**src/rtl/cpu_trace_capture.sv**
```systemverilog
// cpu_trace_capture: buffers CPU register write-backs in a FIFO and streams each one as a 7-byte frame
// {SYNC_BYTE, pc, addr, data[31:24..7:0]} over a valid/ready byte port.
module cpu_trace_capture #(
  parameter int         FIFO_DEPTH = 16,
  parameter logic [7:0] SYNC_BYTE  = 8'hA5
) (
  input  logic                        MAX10_CLK1_50,
  input  logic                        reset,
  input  logic                        capture_en,
  input  logic [7:0]                  pc,
  input  logic                        register_write_enable,
  input  logic [4:0]                  write_address,
  input  logic [31:0]                 write_data,
  output logic                        out_valid,
  input  logic                        out_ready,
  output logic [7:0]                  out_data,
  output logic [$clog2(FIFO_DEPTH):0] fifo_count,
  output logic                        overflow,
  output logic [15:0]                 drop_count
);
  localparam int AW = $clog2(FIFO_DEPTH);
  typedef enum logic {IDLE, SEND} state_t;
  state_t      r_state, w_next;
  logic [44:0] r_mem [FIFO_DEPTH];
  logic [AW-1:0] r_wr, r_rd;
  logic [AW:0] r_count;
  logic [44:0] r_frame;
  logic [2:0]  r_idx;
  logic        r_ovf;
  logic [15:0] r_drops;
  logic        w_event, w_full, w_pop, w_push, w_drop, w_send, w_adv;
  logic [7:0]  w_byte;
  assign w_event = capture_en & register_write_enable & (write_address != 5'd0);
  assign w_full  = r_count == (AW+1)'(FIFO_DEPTH);
  assign w_pop   = (r_state == IDLE) && (r_count != '0);
  // A pop in the same cycle frees a slot, so a full FIFO still accepts the push.
  assign w_push  = w_event && (!w_full || w_pop);
  assign w_drop  = w_event && !w_push;
  assign w_send  = r_state == SEND;
  assign w_adv   = w_send && out_ready;
  always_comb begin
    w_next = r_state;
    w_next = w_pop ? SEND : w_next;
    w_next = (w_adv && r_idx == 3'd6) ? IDLE : w_next;
  end
  always_comb begin
    w_byte = r_frame[7:0];
    w_byte = (r_idx == 3'd0) ? SYNC_BYTE :
             (r_idx == 3'd1) ? r_frame[44:37] :
             (r_idx == 3'd2) ? {3'b000, r_frame[36:32]} :
             (r_idx == 3'd3) ? r_frame[31:24] :
             (r_idx == 3'd4) ? r_frame[23:16] :
             (r_idx == 3'd5) ? r_frame[15:8] : r_frame[7:0];
  end
  assign out_valid  = w_send;
  assign out_data   = w_send ? w_byte : 8'h00;
  assign fifo_count = r_count;
  assign overflow   = r_ovf;
  assign drop_count = r_drops;
  always_ff @(posedge MAX10_CLK1_50) begin
    if (!reset) r_state <= IDLE;
    else r_state <= w_next;
  end
  always_ff @(posedge MAX10_CLK1_50) begin
    if (w_push) r_mem[r_wr] <= {pc, write_address, write_data};
  end
  always_ff @(posedge MAX10_CLK1_50) begin
    if (!reset) begin
      r_wr    <= '0;
      r_rd    <= '0;
      r_count <= '0;
      r_frame <= '0;
      r_idx   <= '0;
      r_ovf   <= 1'b0;
      r_drops <= '0;
    end else begin
      if (w_push) r_wr <= r_wr + 1'b1;
      if (w_pop) begin
        r_rd    <= r_rd + 1'b1;
        r_frame <= r_mem[r_rd];
      end
      r_count <= r_count + (AW+1)'(w_push) - (AW+1)'(w_pop);
      r_idx   <= w_pop ? 3'd0 : (w_adv && r_idx != 3'd6) ? r_idx + 3'd1 : r_idx;
      if (w_drop) begin
        r_ovf <= 1'b1;
        if (r_drops != 16'hFFFF) r_drops <= r_drops + 16'd1;
      end
    end
  end
endmodule

```
**config.mk**
```make
export PLATFORM = sky130hd
export DESIGN_NAME = cpu_trace_capture
export DESIGN_NICKNAME = d
export VERILOG_FILES = /design/src/rtl/cpu_trace_capture.sv
export SDC_FILE = /design/constraint.sdc
export NUM_CORES = 1
export LEC_CHECK = 0
export BUFFER_PORTS_ARGS = -buffer_cell sky130_fd_sc_hd__buf_2
export CAP_MARGIN = 20
export CORE_MARGIN = 10
export CORE_UTILIZATION = 30
export CTS_BUF_LIST = sky130_fd_sc_hd__clkbuf_4 sky130_fd_sc_hd__clkbuf_8 sky130_fd_sc_hd__clkbuf_16
export DETAILED_ROUTE_END_ITERATION = 8
export SYNTH_ARGS = -nofsm -noshare
export SYNTH_HDL_FRONTEND = slang
export SYNTH_SLANG_ARGS = --single-unit
```
**constraint.sdc**
```tcl
create_clock -name MAX10_CLK1_50 -period 6.5 [get_ports MAX10_CLK1_50]
set_input_delay 0.975 -clock MAX10_CLK1_50 [delete_from_list [all_inputs] [get_ports MAX10_CLK1_50]]
set_output_delay 0.975 -clock MAX10_CLK1_50 [all_outputs]
set_load 0.1 [all_outputs]
```
After elaboration in Yosys (flattened, before gate mapping)
Memory sizes are Yosys's and may differ from the RTL's. A register that Yosys moved wholly into a read port is not among the register bits.
Cells that the tools add are included.
{ "word_totals": {"register_bits": 34, "ram_bits": 720, "wordCells": 52, "n_memories": 1} }
{ "memory_table": {"columns": ["name", "words", "word_bits", "rd", "rd_clocked_by_memory_dff", "wr", "line", "source"], "rows": [
  ["r_mem", 16, 45, 1, 1, 1, "24", "logic [44:0] r_mem [FIFO_DEPTH];"]
]} }
{ "op_classes": {"addsub": 6, "eq_ne": 9, "mux": 9, "bitwise_logic": 4, "reduce_logical": 16} }
{ "op_table": {"columns": ["cell", "n"], "rows": [
  ["$mux 8", 7],
  ["$add 16x1->16 const B", 1],
  ["$ne 16x16->1 const B", 1],
  ["$reduce_bool 5->1", 2],
  ["$eq 3x3->1 const B", 3],
  ["$add 4x1->4 const B", 2],
  ["$eq 3x2->1 const B", 2],
  ["$logic_and 1x1->1", 6],
  ["$add 5x1->5", 1],
  ["$eq 5x5->1 const B", 1],
  ["$sub 5x1->5", 1],
  ["$reduce_or 2->1", 2],
  ["$add 3x1->3 const B", 1],
  ["$eq 3x1->1 const B", 1],
  ["$logic_not 1->1", 3],
  ["$logic_not 3->1", 1],
  ["$ne 3x3->1 const B", 1],
  ["$and 1x1->1", 2],
  ["$mux 1", 2],
  ["$not 1->1", 2],
  ["$reduce_and 2->1", 1],
  ["$logic_or 1x1->1", 1]
]} }

Longest topological paths before layout
{ "depth": {"word_depth": 8, "ltp_mapped": 15} }

Least setup slack after synthesis
Ideal clock, no wire load.
{ "synth_timing": {"kind": "register to register", "startpoint": "reg r_count[2], in the netlist fifo_count[2]", "endpoint": "mem r_mem[0][0], enable pin", "arrival_ns": 5.252, "required_time_ns": 5.997, "slack_ns": 0.745, "stages_incl_launch_ff": 9, "path_buffers": 1, "period_less_slack_ns": 5.755, "path_cell_list": "dfxtp_1 -> inv_1 -> ha_1 -> nor3b_2 -> nand3_1 -> and2_1 -> clkbuf_1 -> nand2_1 -> nor3_1"} }
{ "synth_between": {"elab_chain_len": 6} }
{ "synth_lines": {"columns": ["element", "line", "source"], "rows": [
  ["start, declared", "26", "logic [AW:0] r_count;"],
  ["start signal, assigned", "82", "r_count <= r_count + (AW+1)'(w_push) - (AW+1)'(w_pop);"],
  ["$eq 5x5->1 / $reduce_bool 5->1 (equally long branches)", "34, 35", null],
  ["$logic_not 1->1 / $logic_and 1x1->1 (equally long branches)", "37, 35", null],
  ["$logic_or 1x1->1 (*)", "37", "assign w_push = w_event && (!w_full || w_pop);"],
  ["$logic_and 1x1->1 (*)", "37", null],
  ["$mux 1 (*)", "65", "if (w_push) r_mem[r_wr] <= {pc, write_address, write_data};"],
  ["$mux 1 (implied by the code) (*)", "65", null],
  ["end, declared", "24", null]
]} }
Every way passes the cells marked *; elsewhere a longest branch is shown, timed or not.

Worst setup path after layout
{ "layout_timing": {"startpoint": "reg r_idx[2]", "endpoint": "out out_data[6]"} }
{ "layout_between": {"elab_chain_len": 8} }
{ "layout_lines": {"columns": ["element", "line", "source"], "rows": [
  ["start, declared", "28", "logic [2:0] r_idx;"],
  ["start signal, assigned", "83", "r_idx <= w_pop ? 3'd0 : (w_adv && r_idx != 3'd6) ? r_idx + 3'd1 : r_idx;"],
  ["$eq 3x3->1", "53", "(r_idx == 3'd5) ? r_frame[15:8] : r_frame[7:0];"],
  ["$mux 8", "53", null],
  ["$mux 8", "52", "(r_idx == 3'd4) ? r_frame[23:16] :"],
  ["$mux 8", "51", "(r_idx == 3'd3) ? r_frame[31:24] :"],
  ["$mux 8", "50", "(r_idx == 3'd2) ? {3'b000, r_frame[36:32]} :"],
  ["$mux 8", "49", "(r_idx == 3'd1) ? r_frame[44:37] :"],
  ["$mux 8 (*)", "48", "w_byte = (r_idx == 3'd0) ? SYNC_BYTE :"],
  ["$mux 8 (*)", "56", "assign out_data = w_send ? w_byte : 8'h00;"],
  ["end, declared", "16", "output logic [7:0] out_data,"]
]} }
Marked as above.

==> flow_summary.yaml <==
power_and_ir_drop:
  peakVddDrop_uv: 272
  p_sw_uw: 3900
  p_leak_uw: 0.0112
  p_int_uw: 9750
  power_frac_comb: 0.195
  power_frac_clock: 0.362
  switching_share: 0.286
  power-per-cell-area_nw_per_um2: 377
  seq_power_share: 0.444
final_layout:
  fillers: 9584
  stdcell_area_um2: 36200
  fin_cells: 3264
  areaGrowthSynthToFinish_pct: 15.9
  nNetsFinal: 1881
  post-route-util: 0.350
  drive_gt1_frac: 0.240
critical_path:
  reg2reg_from: "fifo_count[2]"
  end_kind: "output pin"
  r2r_slack_ns: 3.18
  start_kind: "flip-flop"
  worstSetupPathType: "reg -> out"
  arrival_ns: 3.51
  r2r-end: "r_mem[8][32]"
  r2r_cells: 8
  cp_max_fo: 16
  crit_required_ns: 5.52
clock_tree:
  cts_resized: 0
  htreeDepth: 3
  cts_buffers: 81
  cts_buffer_depth: 3
  root_buffer: "clkbuf_16"
  cts.clk_slew.worst_paths_ns: 0.06
  ctsHoldBuffers: 0
  cts_setup_buffers: 0
  cts_sinks: 799
  clk-insertion-delay-late_ns: 0.66
  cts_tree: "yes"
placement:
  dp_hpwl_um: 46300
  placed_area_um2: 33300
  dp_cells: 3110
  port_buffers: 80
  gp_congestion: 0.818
timing:
  clock_skew_ns: 0.0312
  slew_headroom: 0.372
  maxSlewViolCount: 0
  rsz0062_at_grt: "false"
  min_period_ns: 4.49
  fin_setup_tns_ns: 0
  finalHoldViolCount: 0
  worstMarginPinSlew_ns: 0.939
  fmax_ghz: 0.223
  period_share: 0.691
  setup_viol: 0
  holdWs_ns: 0.501
worst_hold_path:
  min_path_type: "reg -> reg"
  hold_end: "overflow"
  min_from: "overflow"
  holdPathStages: 2
floorplan:
  die_h_um: 343
  die_width_um: 343
  dieArea_um2: 118000
  ios: 81
  start_util: 0.302
  rows: 118
  core_um2: 103000
routing:
  drtIter0Drc: 1621
  firstDrtPassIters: 5
  wl_per_cell_um: 23.9
  num_vias: 16578
  final_antenna_net_count: 0
  avgViaCountPerCell: 5.08
  routed_wl_um: 78000
  drc: 0
synth:
  syn_inst: 1721
  synthFlopType: "edfxtp_1"
  syn-num-nets: 1789
  async_flop_share: 0
  synth-edff-count: 720
  ys_warn_count: 0
  synth_cell_type_count: 55
  ys_seq_area_frac: 0.742
  ys_seq_elements: 799
  syn_avg_cell_area_um2: 18.2
  syn-cell-area_um2: 31300
global_routing:
  grt_max_degree: 123
  grt_usage: 0.130
  grt_pass1_wl_um: 115000
  antenna_found_initial: 16
  overflow: 0
  grt_pass1_vias: 16900
run:
  drv_cap: 0
status:
  status: "finished clean"
-- critical path, cell delays in order (launching register included) --
cell	delay, ns
dfxtp_1	0.61
clkinv_1	0.34
ha_1	0.48
a211o_1	0.30
a211oi_1	0.60
buf_2	0.55
-- Yosys cell counts (7+ instances only) --
| library cell | n | area, um^2 |
|---|---|---|
| buf_2 | 31 | 155 |
| nor2_1 | 49 | 184 |
| a211oi_2 | 34 | 425 |
| nor3_1 | 7 | 35.0 |
| clkbuf_1 | 61 | 229 |
| nor4_1 | 45 | 282 |
| nor2b_1 | 135 | 845 |
| mux4_2 | 131 | 2950 |
| buf_6 | 8 | 90.1 |
| xnor2_1 | 7 | 61.3 |
| nand2_1 | 27 | 101 |
| or4_1 | 9 | 67.6 |
| o31ai_1 | 8 | 60.1 |
| a21oi_1 | 76 | 380 |
| nand3_1 | 14 | 70.1 |
| o21ai_0 | 59 | 295 |
| ha_1 | 17 | 213 |
| a211oi_1 | 60 | 450 |
| inv_1 | 14 | 52.6 |
| edfxtp_1 | 720 | 21600 |
| a221oi_1 | 44 | 385 |
| dfxtp_1 | 79 | 1580 |
-- metal layers --
metal / routed length (um) / GRT usage
met1: 33000 / 0.172
met2: 38200 / 0.213
met3: 4770 / 0.0248
met4: 2010 / 0.0458
met5: 78 / 0
-- power groups by stage --
stage / registers [uW] / clock network, uW / logic, uW
floorplan: 6090 / 0 / 1950
global placement: 6160 / 0 / 2660
detailed placement: 6160 / 0 / 2680
CTS: 6060 / 5030 / 2690
global route: 6080 / 5240 / 2880
finish: 6060 / 4940 / 2660
-- cells in the final DEF, fill, tap and decap left out, types with 12 or more instances in the layout --
cell / Yosys / layout
edfxtp_1: 720 / 720
nor2b_1: 135 / 134
mux4_2: 131 / 131
clkbuf_16: 0 / 85
buf_2: 31 / 80
a21oi_1: 76 / 76
dfxtp_1: 79 / 75
a211oi_1: 60 / 60
o21ai_0: 59 / 59
nor4_1: 45 / 45
a221oi_1: 44 / 44
nor2_1: 49 / 37
buf_4: 6 / 35
a211oi_2: 34 / 34
nand2_1: 27 / 27
ha_1: 17 / 17
clkbuf_4: 0 / 17
nand3_1: 14 / 14
clkinv_1: 3 / 14
inv_1: 14 / 13
nor2_4: 0 / 12
-- stage by stage --
| stage | total power, uW | setup slack (ns) |
|---|---|---|
| 2_1_floorplan | 8040 | 0.745 |
| 3_3_place_gp | 8830 | 2.32 |
| 3_5_place_dp | 8840 | 2.48 |
| 4_1_cts | 13800 | 2.05 |
| 5_1_grt | 14200 | 1.79 |
| 6_report | 13700 | 2.01 |
-- area by class of cell --
cell class,count,area [um^2],area share
Sequential cell,799,23200,0.640
Antenna cell,4,10.0,0.000276
Clock buffer,107,2320,0.0641
Clock inverter,43,572,0.0158
Tap cell,1380,1730,0.0476
Inverter,17,63.8,0.00176
Timing Repair Buffer,119,751,0.0207
Multi-Input combinational cell,795,7590,0.209
-- cell families (layout without fill, tap and decap cells) --
kind of cell,after synthesis,in the layout,share of synthesized area
XOR/XNOR,11,11,0.00308
other,0,4,0
adder cells (fa/ha/maj),18,18,0.00744
AND/OR/NAND/NOR,314,314,0.0576
flip-flops,799,799,0.742
buffers and inverters,127,286,0.0196
multiplexers,140,140,0.0988
AO/OA/AOI/OAI,312,312,0.0717
-- sequential cells by signal, indices dropped and copies added (netlist names) --
register    count
r_rd            4
r_idx           3
drop_count     16
r_wr            4
r_frame        45
fifo_count      5
r_mem         720
out_valid       1
overflow        1
-- worst max path at each step --
| stage | slack [ns] | from | end |
|---|---|---|---|
| 3_5_place_dp | 2.48 | write_address[2] | fifo_count[4] |
| 4_1_cts | 2.05 | r_idx[2] | out_data[6] |
| 3_3_place_gp | 2.32 | write_address[2] | fifo_count[4] |
| 6_report | 2.01 | r_idx[2] | out_data[6] |
| 5_1_grt | 1.79 | r_idx[2] | out_data[7] |
| 2_1_floorplan | 0.75 | fifo_count[2] | r_mem[0][0] |
Note: power is estimated with default switching activity, not from simulation.
